$ cat config.mk
export PLATFORM = sky130hd
export DESIGN_NAME = iterative_arithmetic_right_shifter
export DESIGN_NICKNAME = d
export VERILOG_FILES = /design/src/rtl/iterative_arithmetic_right_shifter_pkg.sv /design/src/rtl/shift_count_down.sv /design/src/rtl/iterative_arithmetic_right_shifter.sv
export SDC_FILE = /design/constraint.sdc
export NUM_CORES = 1
export LEC_CHECK = 0
export CAP_MARGIN = 20
export CORE_MARGIN = 10
export CORE_UTILIZATION = 34
export DETAILED_ROUTE_END_ITERATION = 16
export HOLD_SLACK_MARGIN = 0.05
export MAX_ROUTING_LAYER = met4
export PLACE_DENSITY = 0.58
export SYNTH_ARGS = -nofsm -noshare
export SYNTH_HDL_FRONTEND = slang
export SYNTH_HIERARCHICAL = 1
export SYNTH_SLANG_ARGS = --single-unit
$ cat constraint.sdc
create_clock -name clk -period 5.7 [get_ports clk]
set_clock_uncertainty 0.15 [all_clocks]
set_input_delay 0.57 -clock clk [delete_from_list [all_inputs] [get_ports clk]]
set_output_delay 0.57 -clock clk [all_outputs]
set_load 0.02 [all_outputs]
$ cat src/rtl/iterative_arithmetic_right_shifter_pkg.sv
// Shared FSM state encoding and default geometry for the iterative arithmetic right shifter.
// No logic; imported by the shifter top.
package iterative_arithmetic_right_shifter_pkg;

  localparam int DEFAULT_WIDTH   = 16;
  localparam int DEFAULT_SHAMT_W = 4;

  typedef enum logic [1:0] {
    IDLE  = 2'd0,
    SHIFT = 2'd1,
    DONE  = 2'd2
  } state_t;

endpackage

$ cat src/rtl/shift_count_down.sv
// Loadable down-counter that flags the final count (value 1).
// Load wins over decrement. The flag is combinational from the held count.
module shift_count_down #(
  parameter int CNT_W = 4
) (
  input  logic             clk,
  input  logic             rst_n,
  input  logic             load,
  input  logic [CNT_W-1:0] load_val,
  input  logic             dec,
  output logic             last
);

  localparam logic [CNT_W-1:0] CNT_ONE = {{(CNT_W-1){1'b0}}, 1'b1};

  logic [CNT_W-1:0] cnt_q;
  logic [CNT_W-1:0] cnt_d;

  always_comb begin
    cnt_d = cnt_q;
    if (load) begin
      cnt_d = load_val;
    end else if (dec) begin
      cnt_d = cnt_q - CNT_ONE;
    end
  end

  always_ff @(posedge clk or negedge rst_n) begin
    if (!rst_n) begin
      cnt_q <= '0;
    end else begin
      cnt_q <= cnt_d;
    end
  end

  assign last = (cnt_q == CNT_ONE);

endmodule

$ cat src/rtl/iterative_arithmetic_right_shifter.sv
// Arithmetic right shift by B[SHAMT_W-1:0], one bit per cycle; done pulses N+1 cycles after accept.
// start is only honoured in IDLE; requests arriving while busy are dropped.
module iterative_arithmetic_right_shifter
  import iterative_arithmetic_right_shifter_pkg::*;
#(
  parameter int WIDTH   = DEFAULT_WIDTH,
  parameter int SHAMT_W = DEFAULT_SHAMT_W
) (
  input  logic             clk,
  input  logic             rst_n,
  input  logic             start,
  input  logic [WIDTH-1:0] A,
  input  logic [WIDTH-1:0] B,
  output logic [WIDTH-1:0] Y,
  output logic             sticky,
  output logic             busy,
  output logic             done
);

  state_t           state_q, state_d;
  logic [WIDTH-1:0] w_q, w_d;
  logic             s_q, s_d;
  logic [WIDTH-1:0] y_q, y_d;
  logic             sticky_q, sticky_d;
  logic             busy_q;
  logic             done_q;

  logic [SHAMT_W-1:0] shamt;
  logic               cnt_load;
  logic               cnt_dec;
  logic               cnt_last;

  assign shamt = B[SHAMT_W-1:0];

  generate
    if (SHAMT_W < WIDTH) begin : g_b_upper
      logic unused_b_upper;
      assign unused_b_upper = ^B[WIDTH-1:SHAMT_W];
    end
  endgenerate

  shift_count_down #(
    .CNT_W(SHAMT_W)
  ) u_count (
    .clk      (clk),
    .rst_n    (rst_n),
    .load     (cnt_load),
    .load_val (shamt),
    .dec      (cnt_dec),
    .last     (cnt_last)
  );

  always_comb begin
    state_d  = state_q;
    w_d      = w_q;
    s_d      = s_q;
    y_d      = y_q;
    sticky_d = sticky_q;
    cnt_load = 1'b0;
    cnt_dec  = 1'b0;
    unique case (state_q)
      IDLE: begin
        if (start) begin
          w_d      = A;
          s_d      = 1'b0;
          cnt_load = 1'b1;
          if (shamt == '0) begin
            // Zero shift completes straight away with the operand untouched.
            state_d  = DONE;
            y_d      = A;
            sticky_d = 1'b0;
          end else begin
            state_d = SHIFT;
          end
        end
      end
      SHIFT: begin
        w_d     = {w_q[WIDTH-1], w_q[WIDTH-1:1]};
        s_d     = s_q | w_q[0];
        cnt_dec = 1'b1;
        if (cnt_last) begin
          state_d  = DONE;
          y_d      = w_d;
          sticky_d = s_d;
        end
      end
      DONE: begin
        state_d = IDLE;
      end
      default: begin
        state_d = IDLE;
      end
    endcase
  end

  always_ff @(posedge clk or negedge rst_n) begin
    if (!rst_n) begin
      state_q  <= IDLE;
      w_q      <= '0;
      s_q      <= 1'b0;
      y_q      <= '0;
      sticky_q <= 1'b0;
      busy_q   <= 1'b0;
      done_q   <= 1'b0;
    end else begin
      state_q  <= state_d;
      w_q      <= w_d;
      s_q      <= s_d;
      y_q      <= y_d;
      sticky_q <= sticky_d;
      busy_q   <= (state_d != IDLE);
      done_q   <= (state_d == DONE);
    end
  end

  assign Y      = y_q;
  assign sticky = sticky_q;
  assign busy   = busy_q;
  assign done   = done_q;

endmodule

==> results of run 1 <==
[cell usage after synthesis]
| cell type | count |
|---|---|
| dfrtp_1 | 42 |
| mux2i_1 | 30 |
| inv_1 | 19 |
| a21oi_1 | 17 |
| nor2_1 | 16 |
| nand2_1 | 8 |
| o21ai_0 | 6 |
| mux2_2 | 4 |
| clkbuf_1 | 3 |
| buf_6 | 2 |
| ha_1 | 2 |
| xor2_1 | 2 |
| buf_8 | 1 |
| nand3b_1 | 1 |
| nor2b_1 | 1 |
| nor3_1 | 1 |
| nor3b_1 | 1 |
| nor4b_4 | 1 |
| o21ai_4 | 1 |
| o21ba_2 | 1 |
| or3b_1 | 1 |
| or4_4 | 1 |
| xnor2_1 | 1 |
[metal layers]
metal	global-route usage (%)	vias up
met2	15.6	29
met1	11.4	595
met3	4.00	4
met4	3.04	0
met5	-	-
li1	-	618
[kinds of logic (layout without fill, tap and decap cells)]
group,count (synthesis),after routing,synth area share (%)
flops,42,42,56.2
mux,34,34,18.5
simple gates,31,31,8.57
compound gates,25,25,7.56
buf+inv,25,67,6.43
xor+xnor,3,3,1.41
fa+ha+maj,2,2,1.34
[power groups by stage]
stage | Sequential (mW) | Combinational, mW | Clock (mW)
detailed placement | 0.549 | 0.670 | 0
global route | 0.565 | 0.733 | 0.207
CTS | 0.545 | 0.675 | 0.195
finish | 0.543 | 0.658 | 0.189
global placement | 0.542 | 0.655 | 0
floorplan | 0.614 | 0.370 | 0
[state kept, by name (all words and copies together) (netlist names)]
| register | cells |
|---|---|
| s_q | 1 |
| w_q | 16 |
| u_count/cnt_q | 4 |
| Y | 16 |
| sticky | 1 |
| busy | 1 |
| state_q | 2 |
| done | 1 |
[area by class of cell]
class / instances / area [um2]
Clock buffer: 6 / 82.6
Fill cell: 518 / 2800
Inverter: 19 / 71.3
Multi-Input combinational cell: 95 / 701
Sequential cell: 42 / 1050
Tap cell: 70 / 87.6
Timing Repair Buffer: 42 / 413
[worst paths after layout]
kind                            endpoint  slack [ns]  cells past startpoint
min in group clk                     s_q        0.36                      2
worst min-delay path              w_q[6]        0.27                      1
max in group asynchronous           busy        4.56                      1
worst min register to register       s_q        0.36                      2
worst max register to register     Y[15]        3.53                      3
worst max-delay path               Y[15]        3.09                      4
[stage by stage]
stage	instance area [um2]	total power, mW	hold slack (ns)
3_5_place_dp	2320	1.22	0.338
3_3_place_gp	2320	1.20	0.333
2_1_floorplan	1870	0.984	0.124
5_1_grt	2410	1.51	0.337
4_1_cts	2410	1.41	0.311
6_report	2410	1.39	0.272
==> results.cfg, run 1 <==
[run_status]
outcome = completed

[pwr]
power.density_nw_per_um2 = 578
p_sw_mw = 0.532
p_int_mw = 0.859
pwr-share-seq_pct = 39.1
swShare_pct = 38.2
pwr-share-comb_pct = 47.3
ir_worst_vdd_mv = 0.243
p_clk_share_pct = 13.6
leakagePower_nw = 1.07

[routing]
highest_layer = met4
via_per_inst = 4.55
finalWirelength_um = 4020
dr.pass1.iters = 4
wl_met3_um = 235
drc = 0
wl_per_cell_um = 14.7
first_iter_violations = 56
vias = 1246
ant_nets = 0
wl_met1_um = 1780
wl_met2_um = 1970

[floorplanning]
core-area_um2 = 5200
pin_count = 54
die_h_um = 94.1
rows = 26
dieArea_um2 = 8860
start_util_pct = 35.9
die-width_um = 94.1

[sta]
clock.fmax_ghz = 0.384
tightest_slew_ns = 0.929
tns_ns = 0
min_period_ns = 2.61
setup_slack_ns = 3.09
setup_viol = 0
finalCritPeriodShare_pct = 45.7
rsz0062_at_grt = no
final_hold_viol_count = 0
slew_viol_final = 0
maxSlewHeadroom_pct = 38.1

[final_layout]
post-route-util_pct = 46.2
areaGrowthSynthToFinish_pct = 28.7
mostFrequentLayoutCells = dfrtp_1, clkdlybuf4s50_1, mux2i_1
finalNetCount = 242
drive_above_1_share_pct = 8.33
final_common_cell = dfrtp_1
finalNonFillerCells = 274
n_antenna_cell = 0

[yosys]
synthTopCellsByArea = dfrtp_1, mux2i_1, a21oi_1
postSynthCellCount = 162
netlist.area_leader.share_pct = 56.2
synth_area_um2 = 1870
yosys.area.top_type = dfrtp_1
syn_nets = 199
syn_avg_cell_area_um2 = 11.5
yosys_warnings = 6
yosysSeqAreaShare_pct = 56.2
ys_ff_latch = 42
synthDistinctLibCells = 23

[critical_path]
end_kind = flip-flop
r2r_start = state_q[0]
critPathMaxFanout = 17
worstPathRequired_ns = 5.73
critPathSlowestCell = o21ai_4
startpoint_type = primary input
startpoint = B[1]
crit_chain = clkdlybuf4s50_1 -> or4_4 -> o21ai_4 -> mux2_2
crit_arrival_ns = 2.64
critPathBufInv = 1
critPathMaxStageDelay_ns = 0.64
crit_family = compound AO/OA/AOI/OAI gates
crit_type = in2reg

[global_routing]
grt_pass1_vias = 1368
grt_pass1_wl_um = 6820
grt_usage_pct = 9.95
grt_max_degree = 43
grt_antenna_before_repair = 0
grt_overflow = 0

[clocking]
postCtsHoldBufs = 0
post-cts-setup-buffer-count = 0
cts-buffers-inserted = 5
clk_pin_slew_ns = 0.08
clock_sinks = 42
cts_tree = yes
clk_path_buf_depth = 2
clkLatencyLatePin_ns = 0.29
cts_resized = 0
cts-htree-levels = 2
cts-root-buf = clkbuf_8

[placement]
dp_cells = 268
port_buffers = 41
pre_cts_slack_ns = 2.76
place_congestion = 0.703
dpl.hpwl_um = 2880

[flow_run]
cap_violations = 0

[worst_hold_path]
hp-class = in2async
(Power assumes the default switching activity.)
==> inputs of run 2 (changes only) <==
--- a/config.mk
+++ b/config.mk
@@ -11,7 +11,7 @@
 export DETAILED_ROUTE_END_ITERATION = 16
 export HOLD_SLACK_MARGIN = 0.05
 export MAX_ROUTING_LAYER = met4
-export PLACE_DENSITY = 0.58
+export PLACE_DENSITY = 0.61
 export SYNTH_ARGS = -nofsm -noshare
 export SYNTH_HDL_FRONTEND = slang
 export SYNTH_HIERARCHICAL = 1
==> constraint.sdc (replaced) <==
create_clock -name clk -period 2.2 [get_ports clk]
set_clock_uncertainty 0.15 [all_clocks]
set_input_delay 0.22 -clock clk [delete_from_list [all_inputs] [get_ports clk]]
set_output_delay 0.22 -clock clk [all_outputs]
set_load 0.02 [all_outputs]
==> results.cfg, run 2 (same netlist as run 1, synthesis figures left out) <==
[floorplanning]
start_util_pct = 35.9
rows = 26
die_h_um = 94.1
core-area_um2 = 5200
dieArea_um2 = 8860
die-width_um = 94.1
pin_count = 54

[final_layout]
drive_above_1_share_pct = 11.6
mostFrequentLayoutCells = dfrtp_1, clkdlybuf4s50_1, mux2i_1
areaGrowthSynthToFinish_pct = 32.5
finalNetCount = 252
final_common_cell = dfrtp_1
n_antenna_cell = 0

[routing]
ant_nets = 0
finalWirelength_um = 3910
wl_per_cell_um = 13.7
first_iter_violations = 60
vias = 1278
dr.pass1.iters = 4
via_per_inst = 4.48
drc = 0

[sta]
setup_viol = 0
finalCritPeriodShare_pct = 92.1
setup_slack_ns = 0.174
final_hold_viol_count = 0
min_period_ns = 2.03
tightest_slew_ns = 0.598
slew_viol_final = 0
rsz0062_at_grt = no
maxSlewHeadroom_pct = 60.1
clock.fmax_ghz = 0.494
tns_ns = 0

[critical_path]
startpoint_type = flip-flop
critPathMaxFanout = 6
crit_type = reg2reg
end_kind = flip-flop
crit_chain = inv_1 -> ha_1 -> nor3b_1 -> nand3b_1 -> o21ai_4 -> buf_4 -> mux2i_1
critPathSlowestCell = dfrtp_1
crit_arrival_ns = 2.07
critPathMaxStageDelay_ns = 0.41
worstPathRequired_ns = 2.25

[clocking]
clk_pin_slew_ns = 0.08
cts_tree = yes
clock_sinks = 42
cts_resized = 0
clkLatencyLatePin_ns = 0.28
cts-buffers-inserted = 5
cts-root-buf = clkbuf_8
cts-htree-levels = 2
clk_path_buf_depth = 2

[global_routing]
grt_pass1_vias = 1405
use_met2_pct = 15.2
grt_pass1_wl_um = 6670
grt_overflow = 0
grt_max_degree = 43
grt_use_met1_pct = 11.4
busiest_layer = met2
gr-usage-met3_pct = 3.60
grt_usage_pct = 9.59
grt_antenna_before_repair = 0

[pwr]
swShare_pct = 37.8
power.density_nw_per_um2 = 1470
p_sw_mw = 1.37
leakagePower_nw = 1.12
pwr-share-comb_pct = 48.8
ir_worst_vdd_mv = 0.652
p_clk_share_pct = 12.7
p_int_mw = 2.26
pwr-share-seq_pct = 38.5

[placement]
dpl.hpwl_um = 2900
place_congestion = 0.697
pre_cts_slack_ns = 0.0574
port_buffers = 41

[run_status]
outcome = completed

[worst_hold_path]
hp-class = reg2reg

[flow_run]
cap_violations = 0
-- run 2: cell count changes in the layout (fill, tap and decap cells not counted) --
cell / before / now
clkbuf_1: 0 / 2
clkbuf_8: 6 / 5
dlygate4sd3_1: 0 / 1
buf_4: 1 / 10
-- run 2: layout make-up --
class	instances	area, um2
multi-input cells	95	701
repair buffers	52	490
inverters	19	71.3
fillers	520	2730
flip-flops and latches	42	1050
clock buffers	7	76.3
well taps	70	87.6
-- run 2: worst paths after layout --
check,end,cells past startpoint,slack (ns),startpoint
worst max-delay path,Y[9],7,0.17,u_count/cnt_q[1]
worst min-delay path,s_q,2,0.35,s_q
worst max register to register,Y[9],7,0.17,u_count/cnt_q[1]
worst min register to register,s_q,2,0.35,s_q
max in group asynchronous,Y[13],3,1.14,rst_n
min in group asynchronous,Y[5],3,0.38,rst_n
-- run 2: critical path, delay by kind of cell, from the launching register on --
family | cells | cell delay [ns]
DFF | 1 | 0.41
buffers and inverters | 2 | 0.33
and+or+nand+nor | 2 | 0.53
adders and majority gates | 1 | 0.14
muxes | 1 | 0.22
AOI/OAI and AO/OA | 1 | 0.16
-- run 2: what timing repair did --
item / 4_1_cts / 5_1_grt
hold endpoints to repair: 42 / 0
hold buffers: 1 / 0
buffers inserted: 0 / 0
-- run 2: power by group through the flow --
stage               Clock (mW)  Sequential (mW)  Combinational [mW]
global placement             0             1.41                1.78
finish                   0.462             1.40                1.78
detailed placement           0             1.42                1.81
global route             0.511             1.46                2.00
floorplan                    0             1.59               0.958
CTS                      0.482             1.41                1.82
-- run 2: layer usage --
| metal | up-vias | share of wire, % | wire [um] |
|---|---|---|---|
| li1 | 638 | - | - |
| met1 | 609 | 45 | 1770 |
| met2 | 29 | 48 | 1890 |
| met3 | 2 | 5.9 | 230 |
| met4 | 0 | 0.54 | 21 |
| met5 | - | 0 | 0 |
-- run 2: stage by stage --
step	total power, mW	hold WS, ns	cells	utilization, %	area [um2]
5_1_grt	3.96	0.401	285	47.6	2480
3_5_place_dp	3.22	0.175	277	45.9	2390
2_1_floorplan	2.55	-0.226	162	-	1870
4_1_cts	3.71	0.356	285	47.6	2480
3_3_place_gp	3.19	0.180	277	45.9	2390
6_report	3.64	0.352	285	47.6	2480
